<file path="src/rtl/pc_fetch.sv">
// rtl/pc_fetch.sv - program counter and next-PC selection for the instruction fetch stage.
// Optional macro DELAY_SLOT_EN: taken redirects execute one delay-slot instruction first.
module pc_fetch #(
    parameter logic [31:0] RESET_PC = 32'h0000_000C
) (
    input  logic        clk,
    input  logic        rst,
    input  logic        stall,
    input  logic [1:0]  npc_sel,
    input  logic        zero,
    input  logic [15:0] imm16,
    input  logic [25:0] target26,
    input  logic [31:0] rs_data,
    output logic [31:0] pc,
    output logic [31:0] pc_plus4,
    output logic [9:0]  im_addr,
    output logic [31:0] inst_cnt,
    output logic        align_err
);

    localparam logic [1:0] SEL_SEQ  = 2'b00;
    localparam logic [1:0] SEL_BEQ  = 2'b01;
    localparam logic [1:0] SEL_JUMP = 2'b10;
    localparam logic [1:0] SEL_JR   = 2'b11;

    logic [31:0] pc_q;
    logic [31:0] cnt_q;
    logic        err_q;

    logic [31:0] br_target;
    logic [31:0] redirect_target;
    logic        taken;
    logic        misaligned;
    logic [31:0] next_pc;
    logic        set_err;

    assign pc        = pc_q;
    assign pc_plus4  = pc_q + 32'd4;
    assign im_addr   = pc_q[11:2];
    assign inst_cnt  = cnt_q;
    assign align_err = err_q;

    // Targets are always derived from the issuing instruction's own pc+4.
    always_comb begin
        br_target       = pc_plus4 + {{14{imm16[15]}}, imm16, 2'b00};
        redirect_target = pc_plus4;
        taken           = 1'b0;
        misaligned      = 1'b0;
        unique case (npc_sel)
            SEL_SEQ: begin
                redirect_target = pc_plus4;
                taken           = 1'b0;
            end
            SEL_BEQ: begin
                redirect_target = br_target;
                taken           = zero;
            end
            SEL_JUMP: begin
                redirect_target = {pc_plus4[31:28], target26, 2'b00};
                taken           = 1'b1;
            end
            SEL_JR: begin
                redirect_target = {rs_data[31:2], 2'b00};
                taken           = 1'b1;
                misaligned      = (rs_data[1:0] != 2'b00);
            end
        endcase
    end

`ifdef DELAY_SLOT_EN
    logic        pend_valid;
    logic [31:0] pend_target;
    logic        next_pend_valid;
    logic [31:0] next_pend_target;

    // While a target is pending, this cycle is the delay slot and its own request is dropped.
    always_comb begin
        next_pc          = pc_plus4;
        set_err          = 1'b0;
        next_pend_valid  = 1'b0;
        next_pend_target = pend_target;
        if (pend_valid) begin
            next_pc = pend_target;
        end else if (taken) begin
            next_pc          = pc_plus4;
            next_pend_valid  = 1'b1;
            next_pend_target = redirect_target;
            set_err          = misaligned;
        end
    end

    always_ff @(posedge clk) begin
        if (rst) begin
            pc_q        <= RESET_PC;
            cnt_q       <= 32'd0;
            err_q       <= 1'b0;
            pend_valid  <= 1'b0;
            pend_target <= 32'd0;
        end else if (!stall) begin
            pc_q        <= next_pc;
            cnt_q       <= cnt_q + 32'd1;
            err_q       <= err_q | set_err;
            pend_valid  <= next_pend_valid;
            pend_target <= next_pend_target;
        end
    end
`else
    always_comb begin
        next_pc = taken ? redirect_target : pc_plus4;
        set_err = misaligned;
    end

    always_ff @(posedge clk) begin
        if (rst) begin
            pc_q  <= RESET_PC;
            cnt_q <= 32'd0;
            err_q <= 1'b0;
        end else if (!stall) begin
            pc_q  <= next_pc;
            cnt_q <= cnt_q + 32'd1;
            err_q <= err_q | set_err;
        end
    end
`endif

endmodule
</file>
<file path="config.mk">
export PLATFORM = sky130hd
export DESIGN_NAME = pc_fetch
export DESIGN_NICKNAME = d
export VERILOG_FILES = /design/src/rtl/pc_fetch.sv
export SDC_FILE = /design/constraint.sdc
export NUM_CORES = 1
export LEC_CHECK = 0
export BUFFER_PORTS_ARGS = -buffer_cell sky130_fd_sc_hd__buf_2
export CAP_MARGIN = 20
export CORE_ASPECT_RATIO = 1.5
export CORE_UTILIZATION = 47
export DETAILED_ROUTE_END_ITERATION = 12
export PLACE_DENSITY_LB_ADDON = 0.2
export SYNTH_ARGS = -nofsm -noshare
export SYNTH_HDL_FRONTEND = slang
export SYNTH_SLANG_ARGS = --single-unit
</file>
<file path="constraint.sdc">
create_clock -name clk -period 3.6 [get_ports clk]
set_clock_uncertainty 0.15 [all_clocks]
set_input_delay 0.18 -clock clk [delete_from_list [all_inputs] [get_ports clk]]
set_output_delay 0.18 -clock clk [all_outputs]
set_load 0.005 [all_outputs]
</file>
Yosys cells after proc, flatten, opt, wreduce, memory -nomap -nowiden --
Cells that the tools add are included.
Cells by class: eq/ne operators 3, bitwise gates (word level) 1, $add $sub $neg 3, mux-type cells 4, reductions and logical operators 3
Operators with widths (number):
- $pmux W32 S4 | 1
- $add A32 B1 Y32 const B | 1
- $add A32 B3 Y32 const B | 1
- $add A32 B32 Y32 | 1
- $mux W32 | 1
- $eq A2 B2 Y1 const B | 2
- $pmux W1 S3 | 1
- $eq A2 B1 Y1 const B | 1
- $logic_not A2 Y1 | 1
- $reduce_bool A2 Y1 | 1
- $reduce_or A2 Y1 | 1
- $mux W1 | 1
- $or A1 B1 Y1 | 1
Word-level totals: output and inout port bits 107, bits of input ports 80, flip-flop bits (word level) 65, word-level logic and storage cells 17

Logic depth before layout (Yosys ltp) --
Gate-level depths: netlist (run 1).
depth in word-level cells 4, mapped depth 17, gate-level depth less buffers 15

Worst setup path after synthesis (run 1) --
No wires, ideal clock.
path kind register to register, start point register pc_q[2], in the netlist pc[2], end point register pc_q[27], in the netlist pc[27], buffers on the path 1, cell stages (with the launch flop) 17, slack -410 ps, arrival time 3727 ps, data required time 3317 ps, setup time 133 ps, clock period less this slack 4010 ps, path through dfxtp_1 -> ha_1 -> nand4_1 -> nor4_1 -> and2_1 -> nand4_1 -> xnor2_1 -> ha_1 -> clkbuf_1 -> a21oi_1 -> o21ai_0 -> a21o_1 -> a211oi_1 -> nand2_1 -> o211a_1 -> nor4_1 -> nor3_1
On the way: word-level cells in the longest chain between the ends 4
RTL lines:
- start, declared | RTL line 26 | logic [31:0] pc_q;
- start signal, assigned | RTL line 119 | pc_q <= next_pc;
- $add A32 B3 Y32 | RTL line 38 | assign pc_plus4 = pc_q + 32'd4;
- net pc_plus4[22] | RTL line 15 | output logic [31:0] pc_plus4,
- $add A32 B32 Y32 | RTL line 45 | br_target = pc_plus4 + {{14{imm16[15]}}, imm16, 2'b00};
- $pmux W32 S4 | RTL line 49 | unique case (npc_sel)
- $mux W32 | RTL line 109 | next_pc = taken ? redirect_target : pc_plus4;
The timed path passes the listed nets, and every way through them passes these cells. A chain may end at the register's enable or synchronous reset.

Worst setup path in the final report (run 1) --
start point register pc_q[2], in the netlist pc[2], end point register pc_q[25], in the netlist pc[25]
On the way: word-level cells in the longest chain between the ends 4
RTL lines (RTL line):
- $add A32 B3 Y32 (*) | 38
- $add A32 B32 Y32 | 45
- $pmux W32 S4 | 49
- $mux W32 (*) | 109
Mark *: on every way between the ends. The rest lies on a longest branch, timed or not.

==> flow_metrics.tcl, run 1 <==
set metrics [dict create \
    arrival_ns 3.73 \
    cts_inserted_buffers 9 \
    grt_overflow 0 \
    final-seq-area_um2 1280 \
    placed_cells 1157 \
    rsz0062_at_grt "yes" \
    grt_use_total_pct 32.7 \
    setup_slack_ns -0.0329 \
    place_area_um2 7480 \
    maxCapViolCount 0 \
    io_buffers 182 \
    layout_common_cells "buf_2 (182), buf_4 (105), nor2_1 (86), nand2_1 (70), a21oi_1 (51)" \
    slew_viol_final 0 \
    synth_cells 773 \
    final_cells 1186 \
    crit_path_start "pc[2]$_SDFFE_PP1N_" \
    die_h_um 138 \
    wl_um 21400 \
    n_fill_cell 1069 \
    synth_top_family_by_area "simple AND/OR/NAND/NOR gates" \
    wl_per_cell_um 18.1 \
    clk_latency_ns 0.34 \
    grt_first_pass_wirelength_um 32200 \
    coreArea_um2 12000 \
    synth_fa_ha_area_share_pct 7.90 \
    required_ns 3.70 \
    first_iter_violations 448 \
    dp_hpwl_um 16000 \
    critical_path.endpoint "pc[25]$_SDFFE_PP0N_" \
    antenna_cells 0 \
    yosys.area.top_type "dfxtp_1" \
    cts_tree "done" \
    ios 187 \
    multi_input_area_um2 4550 \
    grt_max_degree 44 \
    use_met2_pct 60.7 \
    place.gp.congestion 1.02 \
    final_nets 1144 \
    worstSetupEndpointType "register" \
    finalSetupTns_ns -0.0329 \
    synth_area_um2 5790 \
    row_count 49 \
    synthFlopType "dfxtp_1" \
    via_count 7041 \
    yosysTopAreaCellShare_pct 21.8 \
    hold_path_class "in2reg" \
    cts_hold_buf 0 \
    viasPerCell 5.94 \
    dr.pass1.iters 5 \
    clock-sinks 63 \
    relSlewSlack_pct 34.3 \
    worstPathMaxFanout 5 \
    violations "setup timing" \
    avgSynthCellArea_um2 7.49 \
    yosysSeqAreaShare_pct 21.8 \
    synthSimpleGateAreaFrac_pct 25.8 \
    reg2reg_to "pc[25]$_SDFFE_PP0N_" \
    grt.busiest_layer "met2" \
    hold_viol_final 0 \
    r2r_cells 17 \
    ys_async_sr_fraction_pct 0 \
    drive_gt1_share_pct 38.5 \
    period_needed_ns 3.63 \
    status "finished, violations left" \
    fp.dieW_um 92.7 \
    finalSetupViolCount 1 \
    crit_slowest_cell "dfxtp_2" \
    synth-edff-count 0 \
    area_delta_synth_final_pct 40.5 \
    post-route-drc-count 0 \
    r2r_slack_ns -0.03 \
    reg2reg_from "pc[2]$_SDFFE_PP1N_" \
    path_clk_slew_ns 0.06 \
    holdWs_ns 0.0706 \
    drtAntennaViolNets 0 \
    timing.final.crit_share_pct 101 \
    yosys_warnings 0 \
    ys_seq_elements 63 \
    max_stage_delay_ns 0.36 \
    powerDensity_nw_per_um2 314 \
    grt_pass1_vias 6574 \
    path_class "reg2reg" \
    dieArea_um2 12800 \
    worstMarginPinSlew_ns 0.982 \
    htreeDepth 3 \
    final_common_cell "buf_2" \
    max_freq_ghz 0.275 \
    yosys.area_share.xor_xnor_pct 10.3 \
    yosysUniqueCellTypes 79 \
    cp-start-kind "register" \
    initial_core_util_pct 48.2 \
    peakVddDrop_mv 0.238 \
    muxShareOfSynthArea_pct 4.30 \
    grt_util_met1_pct 33.9 \
    cts_buffer_depth 2 \
    ys_top_cells_by_area "dfxtp_1 (22%), ha_1 (7.6%), nor2_1 (5.8%)" \
    leakagePower_nw 3.97 \
    synth-compound-area-share_pct 24.0 \
    grt_use_met3_pct 3.89 \
    worstPathCellList "ha_4 > nand4_1 > nor4_4 > and2_4 > buf_6 > nand4_1 > xnor2_2 > ha_1 > buf_6 > nor2_2 > nor2_1 > o41ai_2 > buf_4 > a21oi_4 > o2111a_1 > o21a_1 > o41ai_2" \
    antenna_found_initial 0 \
    fin_area_um2 8140 \
    clock-root-buffer "clkbuf_16" \
]
[layout make-up]
type                       instances  area share [%]
multi-input combinational        644            55.9
timing repair buffer             291            21.4
sequential                        63            15.8
clock buffer                      10            3.07
tap                              153            2.35
inverter                          19           0.876
clock inverter                     6           0.584
[state kept, by name, summed over array words and instances (netlist names)]
register and cells:
inst_cnt 32, pc 30, align_err 1
[routing by layer]
metal	routed length (um)	up-vias
li1	-	3314
met1	7680	3277
met2	11000	339
met3	1290	111
met4	1440	0
met5	0	-
[cells in the mapped netlist (all sizes together), types with 5 or more instances]
cell / number
nor2: 91
nand2: 75
dfxtp: 63
a21oi: 61
o21ai: 56
ha: 35
xnor2: 34
xor2: 33
nand3: 32
buf: 27
clkbuf: 23
nor3: 19
inv: 17
mux2i: 17
a21o: 16
and3: 14
nand4: 14
nor4: 13
or3: 12
o211ai: 11
a211oi: 9
o21a: 8
mux2: 7
and4: 6
a31oi: 5
and2: 5
nand2b: 5
[repair_timing]
action	CTS	global route
pin swaps	0	37
endpoints found under the hold margin	0	0
gates resized for setup	2	56
setup endpoints to repair	3	15
buffers inserted	0	14
[where the power goes]
part           leakage (nW)  internal (mW)  switching (mW)
clock                 0.145          0.517           0.375
sequential            0.518          0.729          0.0301
combinational          3.31          0.413           0.493
[per-stage QoR]
step / worst slack [ns] / total power, mW / util [%]
floorplan: 0.00205 / 1.26 / -
global placement: 0.0135 / 1.59 / 62.3
detailed placement: -0.0200 / 1.60 / 62.3
CTS: 0.0109 / 2.49 / 64.8
global route: -0.175 / 2.68 / 67.7
finish: -0.0329 / 2.56 / 67.7
[critical path: cells and delay by family (launching register included)]
kind / cells / cell delay [ns]
AOI/OAI and AO/OA: 5 / 0.93
xor gates and xnor gates: 1 / 0.19
adders and majority gates: 2 / 0.49
buffers and inverters: 3 / 0.44
DFF: 1 / 0.36
and+or+nand+nor: 6 / 0.95
[cell families (layout without fill, tap and decap cells)]
kind of cell,Yosys count,count (layout)
AOI/OAI and AO/OA,216,216
xor gates and xnor gates,67,67
adders and majority gates,36,36
buffers and inverters,69,326
DFF,63,63
muxes,24,24
other,1,4
and+or+nand+nor,297,297
[worst min path at each step]
stage	from	end	slack (ns)	depth (start not counted)
6_report	target26[12]	pc[14]$_SDFFE_PP0N_	0.07	3
3_3_place_gp	align_err$_SDFFE_PP0N_	align_err$_SDFFE_PP0N_	0.29	2
2_1_floorplan	imm16[15]	pc[31]$_SDFFE_PP0N_	0.24	2
3_5_place_dp	align_err$_SDFFE_PP0N_	align_err$_SDFFE_PP0N_	0.32	2
5_1_grt	rst	pc[10]$_SDFFE_PP0N_	0.08	2
4_1_cts	target26[12]	pc[14]$_SDFFE_PP0N_	0.06	3
(Power assumes the default switching activity.)
==> run 2, diff against run 1 <==
--- a/config.mk
+++ b/config.mk
@@ -5,10 +5,11 @@
 export SDC_FILE = /design/constraint.sdc
 export NUM_CORES = 1
 export LEC_CHECK = 0
+export ABC_AREA = 1
 export BUFFER_PORTS_ARGS = -buffer_cell sky130_fd_sc_hd__buf_2
 export CAP_MARGIN = 20
 export CORE_ASPECT_RATIO = 1.5
-export CORE_UTILIZATION = 47
+export CORE_UTILIZATION = 50
 export DETAILED_ROUTE_END_ITERATION = 12
 export PLACE_DENSITY_LB_ADDON = 0.2
 export SYNTH_ARGS = -nofsm -noshare
==> constraint.sdc (replaced) <==
create_clock -name clk -period 4.42 [get_ports clk]
set_clock_uncertainty 0.15 [all_clocks]
set_input_delay 0.221 -clock clk [delete_from_list [all_inputs] [get_ports clk]]
set_output_delay 0.221 -clock clk [all_outputs]
set_load 0.005 [all_outputs]
==> flow_metrics.tcl, run 2 <==
set metrics [dict create \
    ys_seq_elements 63 \
    synth_most_common_cell "nand2_1" \
    synthFlopType "dfxtp_1" \
    place_ws_ns 0.864 \
    timing.final.crit_share_pct 83.3 \
    coreArea_um2 12400 \
    hold_path_class "in2reg" \
    viasPerCell 5.45 \
    hold-path-cell-count 3 \
    cts_tree "done" \
    yosys-top-cells-count "nand2_1 (298), inv_1 (136), nor2_1 (104), a21oi_1 (83), o21ai_0 (64)" \
    worstPathMaxFanout 5 \
    antenna_cells 0 \
    finalSetupViolCount 0 \
    initial_core_util_pct 51.1 \
    clock-root-buffer "clkbuf_16" \
    yosysTopAreaCellShare_pct 19.9 \
    dp_hpwl_um 17800 \
    yosysUniqueCellTypes 46 \
    cts_resized 0 \
    post-route-drc-count 0 \
    htreeDepth 3 \
    setup_slack_ns 0.736 \
    status "complete, no violations" \
    cp-start-kind "register" \
    die_h_um 140 \
    yosys_warnings 0 \
    holdPathEnd "align_err$_SDFFE_PP0N_" \
    reg2reg_from "pc[14]$_SDFFE_PP0N_" \
    grt_max_degree 65 \
    leakagePower_nw 3.95 \
    hold_viol_final 0 \
    r2r_cells 19 \
    drtAntennaViolNets 0 \
    largest_reg_flops 32 \
    grt_overflow 0 \
    wl_per_cell_um 16.2 \
    worstMarginPinSlew_ns 0.867 \
    clk_latency_ns 0.34 \
    grt_use_total_pct 34.2 \
    grt_pass1_vias 6967 \
    synth-edff-count 0 \
    fp.dieW_um 93.9 \
    dr.pass1.iters 6 \
    yosys.area.top_type "dfxtp_1" \
    final_nets 1338 \
    wl_um 22400 \
    path_clk_slew_ns 0.05 \
    io_buffers 182 \
    clock-sinks 63 \
    row_count 50 \
    first_iter_violations 483 \
    max_freq_ghz 0.271 \
    routed-wl-met3_um 1450 \
    ys_async_sr_fraction_pct 0 \
    min_from "rs_data[0]" \
    path_class "reg2reg" \
    peakVddDrop_mv 0.285 \
    wl_met2_um 11200 \
    cts_buffer_depth 2 \
    powerDensity_nw_per_um2 272 \
    worstSetupEndpointType "register" \
    r2r_slack_ns 0.74 \
    relSlewSlack_pct 41.8 \
    reg2reg_to "pc[27]$_SDFFE_PP0N_" \
    place.gp.congestion 1.02 \
    slew_viol_final 0 \
    wl_met1_um 8380 \
    grt_first_pass_wirelength_um 34500 \
    dieArea_um2 13100 \
    maxCapViolCount 0 \
    final_common_cell "nand2_1" \
    avgSynthCellArea_um2 5.97 \
    cts_inserted_buffers 9 \
    post-cts-setup-buffer-count 0 \
    arrival_ns 3.75 \
    period_needed_ns 3.68 \
    yosysSeqAreaShare_pct 19.9 \
    area_delta_synth_final_pct 20.9 \
    layout_common_cells "nand2_1 (298), buf_2 (182), inv_1 (136), nor2_1 (103), a21oi_1 (82)" \
    cts_hold_buf 0 \
    rsz0062_at_grt "no" \
    synth_area_um2 6330 \
    finalSetupTns_ns 0 \
    top_layer_used "met4" \
    antenna_found_initial 0 \
    ys_top_cells_by_area "dfxtp_1 (20%), nand2_1 (18%), inv_1 (8.1%)" \
    via_count 7525 \
    ios 187 \
    required_ns 4.49 \
    drive_gt1_share_pct 20.1 \
    synth_cells 1060 \
]
-- run 2: changes by cell type in the layout (fill, tap and decap cells not counted), moves of 20 or more --
| cell | before | now |
|---|---|---|
| a21oi_1 | 51 | 82 |
| a221oi_1 | 1 | 21 |
| buf_4 | 105 | 2 |
| inv_1 | 17 | 136 |
| nand2_1 | 70 | 298 |
| nand3_1 | 27 | 55 |
-- run 2: worst max-delay path, stage by stage, from the launching register on --
cell and delay [ns]:
dfxtp_1 0.43, nand2_1 0.11, nor2_1 0.23, nand2_1 0.17, nor4_2 0.50, nand2_1 0.17
xor2_1 0.21, inv_1 0.11, ha_1 0.37, nand2_1 0.12, nor2_1 0.24, nand2_1 0.11
nor2_1 0.12, nand2_1 0.07, nand3_1 0.08, nand2_1 0.05, nand3_1 0.10, nand2_1 0.08
nand2_1 0.08, a21oi_1 0.05
-- run 2: how the worst max path moves through the flow --
| stage | to | from | slack [ns] | depth (start not counted) |
|---|---|---|---|---|
| 2_1_floorplan | pc[21]$_SDFFE_PP0N_ | pc[3]$_SDFFE_PP1N_ | 1.52 | 20 |
| 3_3_place_gp | pc[27]$_SDFFE_PP0N_ | pc[14]$_SDFFE_PP0N_ | 0.85 | 19 |
| 3_5_place_dp | pc[27]$_SDFFE_PP0N_ | pc[14]$_SDFFE_PP0N_ | 0.86 | 19 |
| 4_1_cts | pc[27]$_SDFFE_PP0N_ | pc[14]$_SDFFE_PP0N_ | 0.85 | 19 |
| 5_1_grt | pc[27]$_SDFFE_PP0N_ | pc[3]$_SDFFE_PP1N_ | 0.39 | 20 |
| 6_report | pc[27]$_SDFFE_PP0N_ | pc[14]$_SDFFE_PP0N_ | 0.74 | 19 |
-- run 2: report_power, final --
part           leakage, nW  internal [mW]  switching (mW)
Combinational         3.27          0.237           0.413
Clock                0.165          0.536           0.262
Sequential           0.516          0.594          0.0401
-- run 2: routing by layer --
metal,vias to the layer above,GRT usage (%)
met3,80,4.92
met1,3375,37.7
li1,3771,-
met2,299,60.0
met4,0,21.9
met5,-,0
-- run 2: final cells by class --
class                   instances  area, um2
repair buffers                187        983
multi-input cells             813       4320
clock inverters                 3       65.1
flip-flops and latches         63       1260
well taps                     156        195
fillers                      1303       4740
inverters                     148        561
clock buffers                  12        267
-- run 2: cell families after synthesis --
group                    Yosys count  synth area share, %
other                              1               0.0593
AND/OR/NAND/NOR                  539                 38.1
buffers and inverters            187                 12.1
AO/OA/AOI/OAI                    199                 17.7
XOR/XNOR                          35                 4.84
flip-flops                        63                 19.9
adder cells (fa/ha/maj)           36                 7.24
-- run 2: stage by stage --
step           instance area (um2)  instances  utilization [%]  total power, mW  hold slack (ns)
2_1_floorplan                 6340       1063                -             1.05            0.226
6_report                      7650       1382             61.7             2.08           0.0328
3_3_place_gp                  7260       1364             58.6             1.27            0.290
3_5_place_dp                  7260       1364             58.6             1.27            0.292
4_1_cts                       7590       1379             61.3             2.07           0.0360
5_1_grt                       7650       1382             61.7             2.18           0.0700
==> run 3, diff against run 2 <==
==> constraint.sdc (replaced) <==
create_clock -name clk -period 3.6 [get_ports clk]
set_clock_uncertainty 0.15 [all_clocks]
set_input_delay 0.18 -clock clk [delete_from_list [all_inputs] [get_ports clk]]
set_output_delay 0.18 -clock clk [all_outputs]
set_load 0.005 [all_outputs]
==> flow_metrics.tcl, run 3 (same netlist as run 2, synthesis figures left out) <==
set metrics [dict create \
    crit_buf_inv 2 \
    grt_use_total_pct 34.2 \
    drtAntennaViolNets 0 \
    io_buffers 182 \
    required_ns 3.66 \
    antenna_found_initial 0 \
    worstPathMaxFanout 6 \
    clk_latency_ns 0.33 \
    r2r_cells 18 \
    period_needed_ns 3.39 \
    final_cells 1404 \
    slew_viol_final 0 \
    viasPerCell 5.47 \
    reg2reg_to "pc[26]$_SDFFE_PP0N_" \
    cts_inserted_buffers 9 \
    layout_common_cells "nand2_1 (298), buf_2 (182), inv_1 (136), nor2_1 (97), a21oi_1 (80)" \
    dr.pass1.iters 5 \
    initial_core_util_pct 51.1 \
    htreeDepth 3 \
    fin_util_pct 63.6 \
    drive_gt1_share_pct 23.0 \
    hold-path-cell-count 3 \
    timing.final.crit_share_pct 94.2 \
    row_count 50 \
    post-route-drc-count 0 \
    max_stage_delay_ns 0.43 \
    reg2reg_from "pc[8]$_SDFFE_PP0N_" \
    ios 187 \
    cts_buffer_depth 2 \
    crit_family "simple AND/OR/NAND/NOR gates" \
    crit_slowest_cell "dfxtp_1" \
    grt_max_degree 65 \
    clock-root-buffer "clkbuf_16" \
    setup_slack_ns 0.207 \
    peakVddDrop_mv 0.312 \
    final_common_cell "nand2_1" \
    fp.dieW_um 93.9 \
    maxCapViolCount 0 \
    max_freq_ghz 0.295 \
    arrival_ns 3.45 \
    area_delta_synth_final_pct 24.4 \
    die_h_um 140 \
    r2r_slack_ns 0.21 \
    worstMarginPinSlew_ns 0.857 \
    dieArea_um2 13100 \
    finalSetupViolCount 0 \
    coreArea_um2 12400 \
    grt_overflow 0 \
    place_ws_ns 0.0537 \
    holdWs_ns -0.000759 \
    grt_pass1_vias 7177 \
    placed_cells 1386 \
    violations "hold timing" \
    finalSetupTns_ns 0 \
    path_clk_slew_ns 0.06 \
    wl_um 22400 \
    relSlewSlack_pct 42.8 \
    first_iter_violations 416 \
    cpMostUsedCell "nand2_1" \
    grt_first_pass_wirelength_um 34700 \
    cts_tree "done" \
    cp-start-kind "register" \
    final_nets 1359 \
    leakagePower_nw 4.07 \
    via_count 7680 \
    worstPathCellList "nand2_1 > nor2_1 > nand2_2 > nor3_1 > xnor2_1 > inv_1 > ha_1 > nand2_1 > nor2_1 > inv_1 > nor2_1 > nand3_1 > nand3_1 > nand2_1 > nand3_1 > nand2_1 > nand2_1 > a21oi_1" \
    clock-sinks 63 \
    status "finished, violations left" \
    hold_viol_final 1 \
    holdPathEnd "align_err$_SDFFE_PP0N_" \
    min_from "rs_data[1]" \
    place.gp.congestion 1.04 \
    worstSetupEndpointType "register" \
    wl_per_cell_um 15.9 \
    largest_reg_flops 32 \
    path_class "reg2reg" \
    powerDensity_nw_per_um2 327 \
    hold_path_class "in2reg" \
    antenna_cells 0 \
    dp_hpwl_um 18100 \
]
[run 3: cell count changes in the layout (fill, tap and decap cells not counted), sizes merged]
cell | previous run | this run
clkbuf | 12 | 10
clkinvlp | 0 | 2
dlygate4sd3 | 0 | 1
inv | 145 | 146
buf | 187 | 207
[run 3: metrics by stage]
step                      power (mW)  area (um2)
after CTS                       2.55        7770
after floorplan                 1.29        6340
after detailed placement        1.58        7420
after global placement          1.58        7420
after global routing            2.70        7870
final                           2.57        7870
[run 3: worst min-delay path: cells and delay by family]
kind                   cells  cell delay, ns
buffers and inverters      1            0.07
AOI/OAI and AO/OA          2            0.19
[run 3: final cells by class]
class	count	area [um2]
Fill cell	1271	4510
Multi-Input combinational cell	813	4410
Sequential cell	63	1260
Timing Repair Buffer	208	1110
Inverter	148	561
Clock buffer	10	239
Tap cell	156	195
Clock inverter	6	92.6
[run 3: report_power, final]
group / internal, mW / switching [mW] / total (mW)
clock network: 0.628 / 0.341 / 0.969
logic: 0.310 / 0.522 / 0.831
registers: 0.729 / 0.0418 / 0.771
total: 1.67 / 0.905 / 2.57
[run 3: how the worst max path moves through the flow]
| stage | start | end | slack [ns] | cells past startpoint |
|---|---|---|---|---|
| after global placement | pc[3]$_SDFFE_PP1N_ | pc[21]$_SDFFE_PP0N_ | 0.08 | 20 |
| after detailed placement | pc[3]$_SDFFE_PP1N_ | pc[21]$_SDFFE_PP0N_ | 0.05 | 20 |
| after floorplan | pc[3]$_SDFFE_PP1N_ | pc[21]$_SDFFE_PP0N_ | 0.70 | 20 |
| after global routing | pc[2]$_SDFFE_PP1N_ | pc[25]$_SDFFE_PP0N_ | -0.03 | 19 |
| final | pc[8]$_SDFFE_PP0N_ | pc[26]$_SDFFE_PP0N_ | 0.21 | 18 |
| after CTS | pc[3]$_SDFFE_PP1N_ | pc[21]$_SDFFE_PP0N_ | 0.04 | 20 |
[run 3: layer usage]
metal | global-route usage [%] | up-vias | routed length [um]
li1 | - | 3806 | -
met1 | 37.9 | 3517 | 8420
met2 | 61.7 | 289 | 11400
met3 | 5.52 | 68 | 1510
met4 | 16.7 | 0 | 1020
met5 | 0 | - | 0
[run 3: repair_timing]
action                                 in CTS  in global routing
endpoints found under the hold margin       1                  0
hold buffers                                1                  0
gates resized for setup                     0                 24
setup endpoints to repair                   0                 14
buffers inserted                            0                  1
